**src/rtl/bnn_operand_loader_if.sv**
```systemverilog
// Byte-stream input and operand-pair output bundle of the BNN operand loader.
interface bnn_operand_loader_if;
  logic [7:0]  in_byte;
  logic        in_valid;
  logic        in_ready;
  logic [31:0] input_data;
  logic [31:0] weight;
  logic        op_valid;
  logic        op_ready;
  logic        op_first;
  logic        op_last;
  logic        busy;

  modport master (
    output in_byte, in_valid, op_ready,
    input  in_ready, input_data, weight, op_valid, op_first, op_last, busy
  );

  modport slave (
    input  in_byte, in_valid, op_ready,
    output in_ready, input_data, weight, op_valid, op_first, op_last, busy
  );
endinterface

```
**src/rtl/bnn_operand_loader.sv**
```systemverilog
// Assembles little-endian byte streams into activation/weight word pairs for the
// BNN neuron and tags the first and last pair of every neuron evaluation.
module bnn_operand_loader #(
  parameter int WORDS = 4
) (
  input logic                 clock,
  input logic                 reset,
  bnn_operand_loader_if.slave bus
);

  localparam int PAIR_W = (WORDS > 1) ? $clog2(WORDS) : 1;
  localparam logic [PAIR_W-1:0] LAST_PAIR = PAIR_W'(WORDS - 1);
  localparam logic [PAIR_W-1:0] PAIR_ZERO = PAIR_W'(0);
  localparam logic [PAIR_W-1:0] PAIR_ONE  = PAIR_W'(1);

  localparam logic [0:0] ST_LOAD  = 1'b0;
  localparam logic [0:0] ST_ISSUE = 1'b1;

  logic [0:0]        state_r;
  logic [0:0]        state_nxt_s;
  logic [2:0]        byte_cnt_r;
  logic [2:0]        byte_cnt_nxt_s;
  logic [PAIR_W-1:0] pair_cnt_r;
  logic [PAIR_W-1:0] pair_cnt_nxt_s;
  logic [31:0]       act_r;
  logic [31:0]       wgt_r;
  logic              in_ready_r;
  logic              op_valid_r;
  logic              op_first_r;
  logic              op_last_r;
  logic              busy_r;
  logic              byte_acc_s;
  logic              op_hs_s;

  // Transfer qualifiers; both depend only on registered state plus the peer's strobe.
  always_comb begin
    byte_acc_s = bus.in_valid && (state_r == ST_LOAD);
    op_hs_s    = op_valid_r && bus.op_ready;
  end

  // Next-state decode for the LOAD/ISSUE controller.
  always_comb begin
    state_nxt_s = state_r;
    case (state_r)
      ST_LOAD: begin
        if (byte_acc_s && (byte_cnt_r == 3'd7)) begin
          state_nxt_s = ST_ISSUE;
        end else begin
          state_nxt_s = ST_LOAD;
        end
      end
      ST_ISSUE: begin
        if (op_hs_s) begin
          state_nxt_s = ST_LOAD;
        end else begin
          state_nxt_s = ST_ISSUE;
        end
      end
      default: state_nxt_s = ST_LOAD;
    endcase
  end

  // Byte and pair counter updates; byte_cnt wraps naturally from 7 to 0.
  always_comb begin
    byte_cnt_nxt_s = byte_cnt_r;
    pair_cnt_nxt_s = pair_cnt_r;
    if (byte_acc_s) begin
      byte_cnt_nxt_s = byte_cnt_r + 3'd1;
    end else begin
      byte_cnt_nxt_s = byte_cnt_r;
    end
    if (op_hs_s) begin
      if (pair_cnt_r == LAST_PAIR) begin
        pair_cnt_nxt_s = PAIR_ZERO;
      end else begin
        pair_cnt_nxt_s = pair_cnt_r + PAIR_ONE;
      end
    end else begin
      pair_cnt_nxt_s = pair_cnt_r;
    end
  end

  // Controller state and counters.
  always_ff @(posedge clock) begin
    if (reset) begin
      state_r    <= ST_LOAD;
      byte_cnt_r <= 3'd0;
      pair_cnt_r <= PAIR_ZERO;
    end else begin
      state_r    <= state_nxt_s;
      byte_cnt_r <= byte_cnt_nxt_s;
      pair_cnt_r <= pair_cnt_nxt_s;
    end
  end

  // Byte lanes: each lane loads only when its own byte is accepted.
  always_ff @(posedge clock) begin
    if (reset) begin
      act_r <= 32'd0;
      wgt_r <= 32'd0;
    end else if (byte_acc_s) begin
      case (byte_cnt_r)
        3'd0:    act_r[7:0]   <= bus.in_byte;
        3'd1:    act_r[15:8]  <= bus.in_byte;
        3'd2:    act_r[23:16] <= bus.in_byte;
        3'd3:    act_r[31:24] <= bus.in_byte;
        3'd4:    wgt_r[7:0]   <= bus.in_byte;
        3'd5:    wgt_r[15:8]  <= bus.in_byte;
        3'd6:    wgt_r[23:16] <= bus.in_byte;
        3'd7:    wgt_r[31:24] <= bus.in_byte;
        default: begin
          act_r <= act_r;
          wgt_r <= wgt_r;
        end
      endcase
    end else begin
      act_r <= act_r;
      wgt_r <= wgt_r;
    end
  end

  // Status outputs are flops loaded from next-state values, so they line up with state_r.
  always_ff @(posedge clock) begin
    if (reset) begin
      in_ready_r <= 1'b1;
      op_valid_r <= 1'b0;
      op_first_r <= 1'b0;
      op_last_r  <= 1'b0;
      busy_r     <= 1'b0;
    end else begin
      in_ready_r <= (state_nxt_s == ST_LOAD);
      op_valid_r <= (state_nxt_s == ST_ISSUE);
      op_first_r <= (state_nxt_s == ST_ISSUE) && (pair_cnt_nxt_s == PAIR_ZERO);
      op_last_r  <= (state_nxt_s == ST_ISSUE) && (pair_cnt_nxt_s == LAST_PAIR);
      busy_r     <= (state_nxt_s == ST_ISSUE) || (byte_cnt_nxt_s != 3'd0) ||
                    (pair_cnt_nxt_s != PAIR_ZERO);
    end
  end

  assign bus.in_ready   = in_ready_r;
  assign bus.op_valid   = op_valid_r;
  assign bus.op_first   = op_first_r;
  assign bus.op_last    = op_last_r;
  assign bus.busy       = busy_r;
  assign bus.input_data = act_r;
  assign bus.weight     = wgt_r;

endmodule

```
**src/flat_wrapper.sv**
```systemverilog
// flat-port wrapper written by rule: the top's interface ports become plain ports
module bnn_operand_loader_flat 
#(
  parameter int WORDS = 4
)
  (clock, reset, bus_in_byte, bus_in_valid, bus_op_ready, bus_in_ready, bus_input_data, bus_weight, bus_op_valid, bus_op_first, bus_op_last, bus_busy);
  bnn_operand_loader_if bus_i ();
  input logic clock;
  input logic reset;
  input wire logic [$bits(bus_i.in_byte)-1:0] bus_in_byte;
  input wire logic [$bits(bus_i.in_valid)-1:0] bus_in_valid;
  input wire logic [$bits(bus_i.op_ready)-1:0] bus_op_ready;
  output wire logic [$bits(bus_i.in_ready)-1:0] bus_in_ready;
  output wire logic [$bits(bus_i.input_data)-1:0] bus_input_data;
  output wire logic [$bits(bus_i.weight)-1:0] bus_weight;
  output wire logic [$bits(bus_i.op_valid)-1:0] bus_op_valid;
  output wire logic [$bits(bus_i.op_first)-1:0] bus_op_first;
  output wire logic [$bits(bus_i.op_last)-1:0] bus_op_last;
  output wire logic [$bits(bus_i.busy)-1:0] bus_busy;
  assign bus_i.in_byte = bus_in_byte;
  assign bus_i.in_valid = bus_in_valid;
  assign bus_i.op_ready = bus_op_ready;
  assign bus_in_ready = bus_i.in_ready;
  assign bus_input_data = bus_i.input_data;
  assign bus_weight = bus_i.weight;
  assign bus_op_valid = bus_i.op_valid;
  assign bus_op_first = bus_i.op_first;
  assign bus_op_last = bus_i.op_last;
  assign bus_busy = bus_i.busy;
  bnn_operand_loader #(.WORDS(WORDS)) u_core (.clock(clock), .reset(reset), .bus(bus_i));
endmodule
```
**config.mk**
```make
export PLATFORM = sky130hd
export DESIGN_NAME = bnn_operand_loader_flat
export DESIGN_NICKNAME = d
export VERILOG_FILES = /design/src/rtl/bnn_operand_loader_if.sv /design/src/rtl/bnn_operand_loader.sv /design/src/flat_wrapper.sv
export SDC_FILE = /design/constraint.sdc
export NUM_CORES = 1
export LEC_CHECK = 0
export ABC_AREA = 1
export CAP_MARGIN = 0
export CORE_ASPECT_RATIO = 0.75
export CORE_UTILIZATION = 50
export DETAILED_ROUTE_END_ITERATION = 6
export HOLD_SLACK_MARGIN = 0.06
export PLACE_DENSITY = 0.83
export SLEW_MARGIN = 10
export SYNTH_ARGS = -nofsm -noshare
export SYNTH_HDL_FRONTEND = slang
export SYNTH_SLANG_ARGS = --single-unit
```
**constraint.sdc**
```tcl
create_clock -name clock -period 2.75 [get_ports clock]
set_clock_uncertainty 0.1 [all_clocks]
set_input_delay 0.4125 -clock clock [delete_from_list [all_inputs] [get_ports clock]]
set_output_delay 0.4125 -clock clock [all_outputs]
set_load 0.03 [all_outputs]
```
**After elaboration in Yosys (flattened, before gate mapping)**

Cells that the tools add are included.

- $add $sub $neg: 2
- Equality and inequality tests: 9
- Mux-type cells: 6
- Bitwise logic cells: 2
- Reductions and logical operators: 19

Operator list:

| kind | count |
|---|---|
| $reduce_and 2->1 | 8 |
| $eq 3x3->1 const B | 4 |
| $eq 3x2->1 const B | 2 |
| $logic_and 1x1->1 | 5 |
| $eq 2x2->1 const B | 2 |
| $mux 2 | 2 |
| $add 3x1->3 const B | 1 |
| $eq 3x1->1 const B | 1 |
| $logic_not 3->1 | 1 |
| $mux 3 | 1 |
| $reduce_bool 3->1 | 1 |
| $add 2x1->2 const B | 1 |
| $logic_not 2->1 | 1 |
| $logic_or 1x1->1 | 2 |
| $mux 1 | 2 |
| $not 1->1 | 2 |
| $pmux 1 s2 | 1 |
| $reduce_bool 2->1 | 1 |

- Bits in registers: 74
- Logic and storage cells: 53

**Depth between registers and ports, before layout**

Gate-level depths: netlist of run 1.

- Depth in word-level cells: 7
- Mapped depth: 9

**Least setup slack after synthesis of run 1**

No wires, ideal clock.

- Path type: register to register
- Start point: reg u_core.byte_cnt_r[2]
- End point: reg u_core.op_first_r (netlist: u_core.bus.op_first)
- Setup time: 78 ps
- Data arrival time: 1,428 ps
- Required time: 2,572 ps
- Setup slack: 1,145 ps
- Cell stages (with the launch flop): 9
- Path buffers: 1
- Path through: dfxtp_1 -> ha_1 -> buf_2 -> nand3_2 -> nand2_1 -> inv_1 -> nor2_2 -> inv_1 -> nor3_1

- Word-level cells in the longest chain between the ends: 5

RTL lines:

| what | RTL line | text |
|---|---|---|
| start, declared | bnn_operand_loader.sv:21 | `logic [2:0] byte_cnt_r;` |
| start signal, assigned | bnn_operand_loader.sv:91 | `byte_cnt_r <= byte_cnt_nxt_s;` |
| $eq 3x3->1 | bnn_operand_loader.sv:46 | `if (byte_acc_s && (byte_cnt_r == 3'd7)) begin` |
| $logic_and 1x1->1 | bnn_operand_loader.sv:46 |  |
| $mux 1 | bnn_operand_loader.sv:46 |  |
| $pmux 1 s2 | bnn_operand_loader.sv:44 | `case (state_r)` |
| $logic_and 1x1->1 | bnn_operand_loader.sv:133 | `op_first_r <= (state_nxt_s == ST_ISSUE) && (pair_cnt_nxt_s == PAIR_ZERO);` |
| end signal, assigned | bnn_operand_loader.sv:133 |  |
| end, declared | bnn_operand_loader.sv:29 | `logic op_first_r;` |

Every way passes these cells.
A chain may end at the register's enable or synchronous reset.

**Worst setup path after layout of run 1**

- Start point: reg u_core.op_valid_r (netlist: u_core.bus.op_valid)
- End point: out bus_op_valid

RTL lines:

| what | RTL line | text |
|---|---|---|
| start, declared | bnn_operand_loader.sv:28 | `logic op_valid_r;` |
| start signal, assigned | bnn_operand_loader.sv:132 | `op_valid_r <= (state_nxt_s == ST_ISSUE);` |
| end, declared | flat_wrapper.sv:16 | `output wire logic [$bits(bus_i.op_valid)-1:0] bus_op_valid;` |

No word-level cell between the ends.

==> load_flow_metrics.sql, run 1 <==
INSERT INTO impl_metrics (metric_group, metric, value, unit) VALUES
('run_status', 'run_status', 'completed', ''),
('logic_synthesis', 'synth_area', '2820', 'µm²'),
('timing', 'worst_slew_pin_slew', '481', 'ps'),
('die', 'die_h', '67.0', 'µm'),
('routing', 'postRouteWirelength', '7100', 'µm'),
('routing', 'vias_per_cell', '5.12', ''),
('logic_synthesis', 'postSynthAreaPerCell', '8.00', 'µm²'),
('hold_path', 'hold_path_end', 'u_core.bus.input_data[30]$_SDFFE_PP0P_', ''),
('setup_path', 'type_of_destination_of_the_critical_path', 'primary output', ''),
('logic_synthesis', 'synth-edff-count', '0', ''),
('layout', 'postLayoutCoreUtil', '71.9', '%'),
('power_and_ir_drop', 'max-vdd-ir-drop', '0.304', 'mV'),
('timing', 'report.final.slew_viol_count', '0', ''),
('hold_path', 'worstHoldPathType', 'reg2reg', ''),
('logic_synthesis', 'synthTopCellsByArea', 'sky130_fd_sc_hd__dfxtp_1 (53%), sky130_fd_sc_hd__nor2_1 (13%), sky130_fd_sc_hd__o21ai_0 (8.5%)', ''),
('setup_path', 'critical-path-top-delay-family', 'buffers and inverters', ''),
('clock_tree', 'cts_hold_buffers', '0', ''),
('logic_synthesis', 'ys_seq_area_share', '52.6', '%'),
('setup_path', 'worst_r2r_path_depth', '7', ''),
('logic_synthesis', 'synth_top_cell_area_share', '52.6', '%'),
('routing', 'postRouteAntennaNets', '0', ''),
('timing', 'setup_repair_after_global_routing_missed_its_margin', 'no', ''),
('setup_path', 'critical_path_peak_fanout', '5', ''),
('die', 'floorplan.die_area', '5940', 'µm²'),
('logic_synthesis', 'synth.yosys.warnings', '0', ''),
('logic_synthesis', 'synthArstFlopShare', '0', '%'),
('routing', 'drtIter0Drc', '195', ''),
('clock_tree', 'cts.reportedPaths.clkPinSlew', '70', 'ps'),
('global_route', 'grt_antenna_before_repair', '0', ''),
('layout', 'area_delta_synth_final', '37.4', '%'),
('logic_synthesis', 'synth_top_flop_cell', 'sky130_fd_sc_hd__dfxtp_1', ''),
('layout', 'layout_cell_share_with_drive_strength_beyond_1', '7.16', '%'),
('power_and_ir_drop', 'cellLeakagePower', '1.58', 'nW'),
('placed_design', 'hpwlAfterDp', '4800', 'µm'),
('clock_tree', 'post_cts_resized', '0', ''),
('power_and_ir_drop', 'p_per_area', '581', 'nW/µm²'),
('logic_synthesis', 'post_synth_num_cell_types', '19', ''),
('routing', 'vias', '2599', ''),
('global_route', 'grt_start_max_net_pins', '50', ''),
('die', 'ios', '81', ''),
('timing', 'finalSetupViolCount', '0', ''),
('placed_design', 'globalplace.congestion', '0.852', ''),
('clock_tree', 'clockBufferDepth', '2', ''),
('global_route', 'overflow', '0', ''),
('logic_synthesis', 'synth.most_common_cell', 'sky130_fd_sc_hd__nor2_1', ''),
('setup_path', 'path_class', 'reg2out', ''),
('layout', 'antenna_cells', '0', ''),
('clock_tree', 'clock_sink_count', '74', ''),
('placed_design', 'port-buffer-count', '80', ''),
('timing', 'setup_tns', '0', 'ps'),
('global_route', 'grt_usage', '26.1', '%'),
('timing', 'period_share', '71.8', '%'),
('timing', 'max_slew_margin', '67.9', '%'),
('setup_path', 'critical_path.reg2reg.startpoint', 'u_core.byte_cnt_r[2]$_SDFF_PP0_', ''),
('layout', 'n_fill_cell', '407', ''),
('setup_path', 'timing.critical_path.slowest_stage_cell', 'sky130_fd_sc_hd__clkdlybuf4s50_1', ''),
('clock_tree', 'tritoncts', 'yes', ''),
('layout', 'fin_nets', '447', ''),
('clock_tree', 'cts_inserted_buffers', '9', ''),
('layout', 'fin_area', '3870', 'µm²'),
('setup_path', 'r2r-end', 'u_core.bus.op_first$_SDFF_PP0_', ''),
('logic_synthesis', 'synth.top_cells.by_count', 'sky130_fd_sc_hd__nor2_1 (100), sky130_fd_sc_hd__dfxtp_1 (74), sky130_fd_sc_hd__o21ai_0 (48)', ''),
('die', 'rows', '23', ''),
('setup_path', 'ff2ff_setup_slack', '830', 'ps'),
('routing', 'drc', '0', ''),
('timing', 'timing.final.hold_violations', '0', ''),
('setup_path', 'worst_setup_path_start', 'u_core.bus.op_valid$_SDFF_PP0_', ''),
('die', 'dieWidth', '88.6', 'µm'),
('timing', 'maxClockFrequency', '507', 'MHz'),
('setup_path', 'path_buf_inv', '1', ''),
('global_route', 'grt_pass1_vias', '2245', '');
[cells by family (layout without fill, tap and decap cells)]
family	Yosys count	in the layout	synth area share, %
buf+inv	38	119	5.51
flops	74	74	52.6
compound gates	69	69	12.3
simple gates	164	164	26.5
fa+ha+maj	7	7	3.11
[power by group]
group	total, W	internal, W	switching, W	leakage, nW
Sequential	0.00112	0.00110	0.0000161	0.600
Clock	0.000898	0.000520	0.000379	0.110
Combinational	0.000232	0.0000836	0.000149	0.875
Total	0.00225	0.00170	0.000544	1.58
[state kept, by name (all words and copies together) (netlist names)]
name                   count
u_core.bus.op_first        1
u_core.bus.busy            1
u_core.bus.weight         32
u_core.bus.input_data     32
u_core.bus.op_last         1
u_core.byte_cnt_r          3
u_core.pair_cnt_r          2
u_core.bus.op_valid        1
u_core.bus.in_ready        1
[cells in the final DEF, fill, tap and decap left out, types with 2 or more instances in the layout]
cell type / n
sky130_fd_sc_hd__a21oi_1: 21
sky130_fd_sc_hd__buf_4: 3
sky130_fd_sc_hd__clkbuf_1: 2
sky130_fd_sc_hd__clkbuf_8: 13
sky130_fd_sc_hd__clkdlybuf4s50_1: 80
sky130_fd_sc_hd__dfxtp_1: 74
sky130_fd_sc_hd__ha_1: 7
sky130_fd_sc_hd__inv_1: 14
sky130_fd_sc_hd__inv_2: 5
sky130_fd_sc_hd__nand2_1: 32
sky130_fd_sc_hd__nand3_1: 21
sky130_fd_sc_hd__nor2_1: 100
sky130_fd_sc_hd__nor3_4: 6
sky130_fd_sc_hd__o21ai_0: 48
[worst max path at each step]
stage | slack, ps | to | cells past startpoint
after floorplan | 1140 | u_core.bus.op_first$_SDFF_PP0_ | 8
after global placement | 620 | u_core.bus.input_data[9]$_SDFFE_PP0P_ | 6
after detailed placement | 570 | u_core.bus.input_data[8]$_SDFFE_PP0P_ | 6
after CTS | 770 | bus_op_valid | 1
after global routing | 590 | u_core.bus.op_first$_SDFF_PP0_ | 7
final | 780 | bus_op_valid | 1
[cell type report]
class / count / area (µm²) / area share, %
Sequential cell: 74 / 1480 / 38.3
Multi-Input combinational cell: 240 / 1180 / 30.5
Timing Repair Buffer: 83 / 823 / 21.3
Clock buffer: 15 / 186 / 4.82
Tap cell: 75 / 93.8 / 2.43
Inverter: 20 / 75.1 / 1.94
Clock inverter: 1 / 30.0 / 0.776
[routing by layer]
metal / wire length (µm) / track usage, %
met1: 3260 / 35.4
met5: 0 / 0
met4: 107 / 8.87
met2: 3100 / 38.2
met3: 633 / 9.42
[through the flow]
step                      hold WS (ps)  setup slack, ps  std cells  total power, W
final                              360              776        508         0.00225
after global placement             354              619        492         0.00137
after CTS                          366              769        508         0.00226
after floorplan                    370             1140        352         0.00128
after detailed placement           355              568        492         0.00137
after global routing               384              587        508         0.00232
Power figures use the tool's default switching activity.
==> inputs of run 2 (changes only) <==
CORE_UTILIZATION = 47   (was 50)
PLACE_DENSITY = 0.79   (was 0.83)
clock period = 1.96 ns   (was 2.75 ns; I/O delays follow)
==> run 2 against run 1 <==
Against the previous run: worst setup slack got worse by 670 ps; non-clock buffer count up 10; via count shrank 0.69%; global-route usage shrank 2.3 points; combinational power grew 47%; critical path depth did not move; largest power group unchanged; highest routed layer unchanged.
==> load_flow_metrics.sql, run 2 (synthesis results as in run 1) <==
INSERT INTO impl_metrics (metric_group, metric, value, unit) VALUES
('setup_path', 'setup.worst_path.start_class', 'register', ''),
('setup_path', 'worst_r2r_path_depth', '7', ''),
('routing', 'vias', '2581', ''),
('flow_run', 'cap_violations', '0', ''),
('layout', 'fin_nets', '457', ''),
('die', 'ios', '81', ''),
('layout', 'n_fill_cell', '458', ''),
('layout', 'layout_commonest_cell', 'sky130_fd_sc_hd__nor2_1', ''),
('clock_tree', 'cts_h_tree_lvls', '3', ''),
('power_and_ir_drop', 'p_per_area', '831', 'nW/µm²'),
('timing', 'period_share', '94.6', '%'),
('routing', 'wl_per_cell', '13.7', 'µm'),
('clock_tree', 'post_cts_resized', '0', ''),
('placed_design', 'hpwlAfterDp', '4760', 'µm'),
('clock_tree', 'clock_tree.root_cell', 'sky130_fd_sc_hd__clkbuf_8', ''),
('clock_tree', 'post-cts-setup-buffers', '0', ''),
('routing', 'vias_per_cell', '4.95', ''),
('global_route', 'grt_start_max_net_pins', '50', ''),
('setup_path', 'type_of_destination_of_the_critical_path', 'primary output', ''),
('setup_path', 'path_cells', 'clkdlybuf4s50_1', ''),
('timing', 'maxClockFrequency', '540', 'MHz'),
('power_and_ir_drop', 'cellLeakagePower', '1.65', 'nW'),
('timing', 'max_slew_margin', '67.4', '%'),
('setup_path', 'critical_path_peak_fanout', '5', ''),
('routing', 'drt_pass1_iterations', '4', ''),
('timing', 'finalSetupViolCount', '0', ''),
('setup_path', 'delay_of_the_slowest_critical_path_stage', '700', 'ps'),
('placed_design', 'globalplace.congestion', '0.870', ''),
('power_and_ir_drop', 'part_of_the_total_power_dissipated_in_the_clock_network', '42.5', '%'),
('timing', 'timing.final.hold_violations', '0', ''),
('layout', 'antenna_cells', '0', ''),
('timing', 'setup_repair_after_global_routing_missed_its_margin', 'no', ''),
('die', 'floorplan.die_area', '6310', 'µm²'),
('global_route', 'overflow', '0', ''),
('die', 'rows', '24', ''),
('power_and_ir_drop', 'switching_power', '0.000798', 'W'),
('clock_tree', 'clock_sink_count', '74', ''),
('routing', 'drtIter0Drc', '211', ''),
('power_and_ir_drop', 'internal-power', '0.00251', 'W'),
('clock_tree', 'tritoncts', 'yes', ''),
('routing', 'postRouteAntennaNets', '0', ''),
('die', 'initial_utilization', '48.6', '%'),
('die', 'die_h', '69.0', 'µm'),
('global_route', 'grt_antenna_before_repair', '0', ''),
('global_route', 'wire_length_of_the_first_global_routing_pass', '11700', 'µm'),
('timing', 'report.final.slew_viol_count', '0', ''),
('setup_path', 'required', '1570', 'ps'),
('power_and_ir_drop', 'max-vdd-ir-drop', '0.428', 'mV'),
('clock_tree', 'cts_hold_buffers', '0', ''),
('timing', 'final.min_clock_period', '1850', 'ps'),
('global_route', 'grt_usage', '23.8', '%'),
('layout', 'multi_input_area', '1180', 'µm²'),
('die', 'dieWidth', '91.4', 'µm'),
('layout', 'commonest_cells_after_routing_fill_and_taps_aside', 'sky130_fd_sc_hd__nor2_1 (100), sky130_fd_sc_hd__clkdlybuf4s50_1 (80), sky130_fd_sc_hd__dfxtp_1 (74)', ''),
('power_and_ir_drop', 'seq_power_share', '47.2', '%'),
('placed_design', 'port-buffer-count', '80', ''),
('layout', 'seq_area', '1480', 'µm²'),
('hold_path', 'min_path_cells', '2', ''),
('hold_path', 'worstHoldPathType', 'reg2reg', ''),
('routing', 'postRouteWirelength', '7120', 'µm'),
('power_and_ir_drop', 'p_sw_share', '24.1', '%'),
('timing', 'worst_slew_pin_slew', '487', 'ps'),
('setup_path', 'timing.critical_path.slowest_stage_cell', 'sky130_fd_sc_hd__clkdlybuf4s50_1', ''),
('clock_tree', 'clockBufferDepth', '2', ''),
('timing', 'hold_ws', '367', 'ps'),
('run_status', 'run_status', 'completed', ''),
('setup_path', 'path_buf_inv', '1', ''),
('setup_path', 'critical-path-top-delay-family', 'buffers and inverters', ''),
('routing', 'drc', '0', ''),
('layout', 'area_delta_synth_final', '41.5', '%'),
('die', 'floorplan.core_area', '5800', 'µm²'),
('timing', 'setup_tns', '0', 'ps'),
('clock_tree', 'cts.reportedPaths.clkPinSlew', '70', 'ps'),
('clock_tree', 'clkLatencyLatePin', '350', 'ps'),
('layout', 'layout_cell_share_with_drive_strength_beyond_1', '9.71', '%'),
('global_route', 'grt_pass1_vias', '2388', ''),
('setup_path', 'cp.arrival', '1460', 'ps'),
('clock_tree', 'cts_inserted_buffers', '9', ''),
('setup_path', 'critical_path_cell_count', '1', ''),
('power_and_ir_drop', 'comb_power_share', '10.3', '%'),
('setup_path', 'path_class', 'reg2out', '');
[run 2: changes by cell type in the layout (fill, tap and decap cells not counted)]
| cell | before | now |
|---|---|---|
| sky130_fd_sc_hd__buf_4 | 3 | 12 |
| sky130_fd_sc_hd__inv_6 | 0 | 1 |
| sky130_fd_sc_hd__bufinv_16 | 1 | 3 |
| sky130_fd_sc_hd__clkinvlp_4 | 0 | 1 |
| sky130_fd_sc_hd__buf_12 | 0 | 1 |
| sky130_fd_sc_hd__clkbuf_1 | 2 | 0 |
| sky130_fd_sc_hd__clkinv_2 | 0 | 2 |
| sky130_fd_sc_hd__clkbuf_8 | 13 | 9 |
[run 2: path summary, 6_finish.rpt]
kind | start | to | slack (ps)
worst max register to register | u_core.byte_cnt_r[0]$_SDFF_PP0_ | u_core.bus.weight[23]$_SDFFE_PP0P_ | 370
worst min-delay path | u_core.bus.weight[25]$_SDFFE_PP0P_ | u_core.bus.weight[25]$_SDFFE_PP0P_ | 370
worst min register to register | u_core.bus.weight[25]$_SDFFE_PP0P_ | u_core.bus.weight[25]$_SDFFE_PP0P_ | 370
worst max-delay path | u_core.bus.op_valid$_SDFF_PP0_ | bus_op_valid | 110
[run 2: power groups by stage]
stage	combinational [W]	sequential, W	clock [W]
after floorplan	0.000122	0.00167	0
after global placement	0.000331	0.00160	0
after detailed placement	0.000337	0.00160	0
final	0.000341	0.00156	0.00141
after CTS	0.000340	0.00156	0.00143
after global routing	0.000365	0.00157	0.00150
[run 2: layout make-up]
class / instances / share of cell area (%)
inverter: 20 / 1.88
timing repair buffer: 93 / 22.9
sequential: 74 / 37.2
tap: 78 / 2.45
clock buffer: 9 / 3.11
multi-input combinational: 240 / 29.6
clock inverter: 7 / 2.92
[run 2: through the flow]
step	setup WS [ps]	util, %	std cells	area (µm²)	total power, W
3_3_place_gp	144	64.6	505	3740	0.00193
6_report	107	68.7	521	3980	0.00331
3_5_place_dp	108	64.6	505	3740	0.00194
2_1_floorplan	355	-	352	2820	0.00179
4_1_cts	98.4	68.7	521	3980	0.00333
5_1_grt	46.0	68.7	521	3980	0.00344
[run 2: per-layer routing]
layer | routed length, µm | track usage (%) | share of wire, %
met1 | 3210 | 32.3 | 45
met2 | 3270 | 36.5 | 46
met3 | 591 | 6.40 | 8.3
met4 | 57 | 8.47 | 0.80
met5 | 0 | 0 | 0
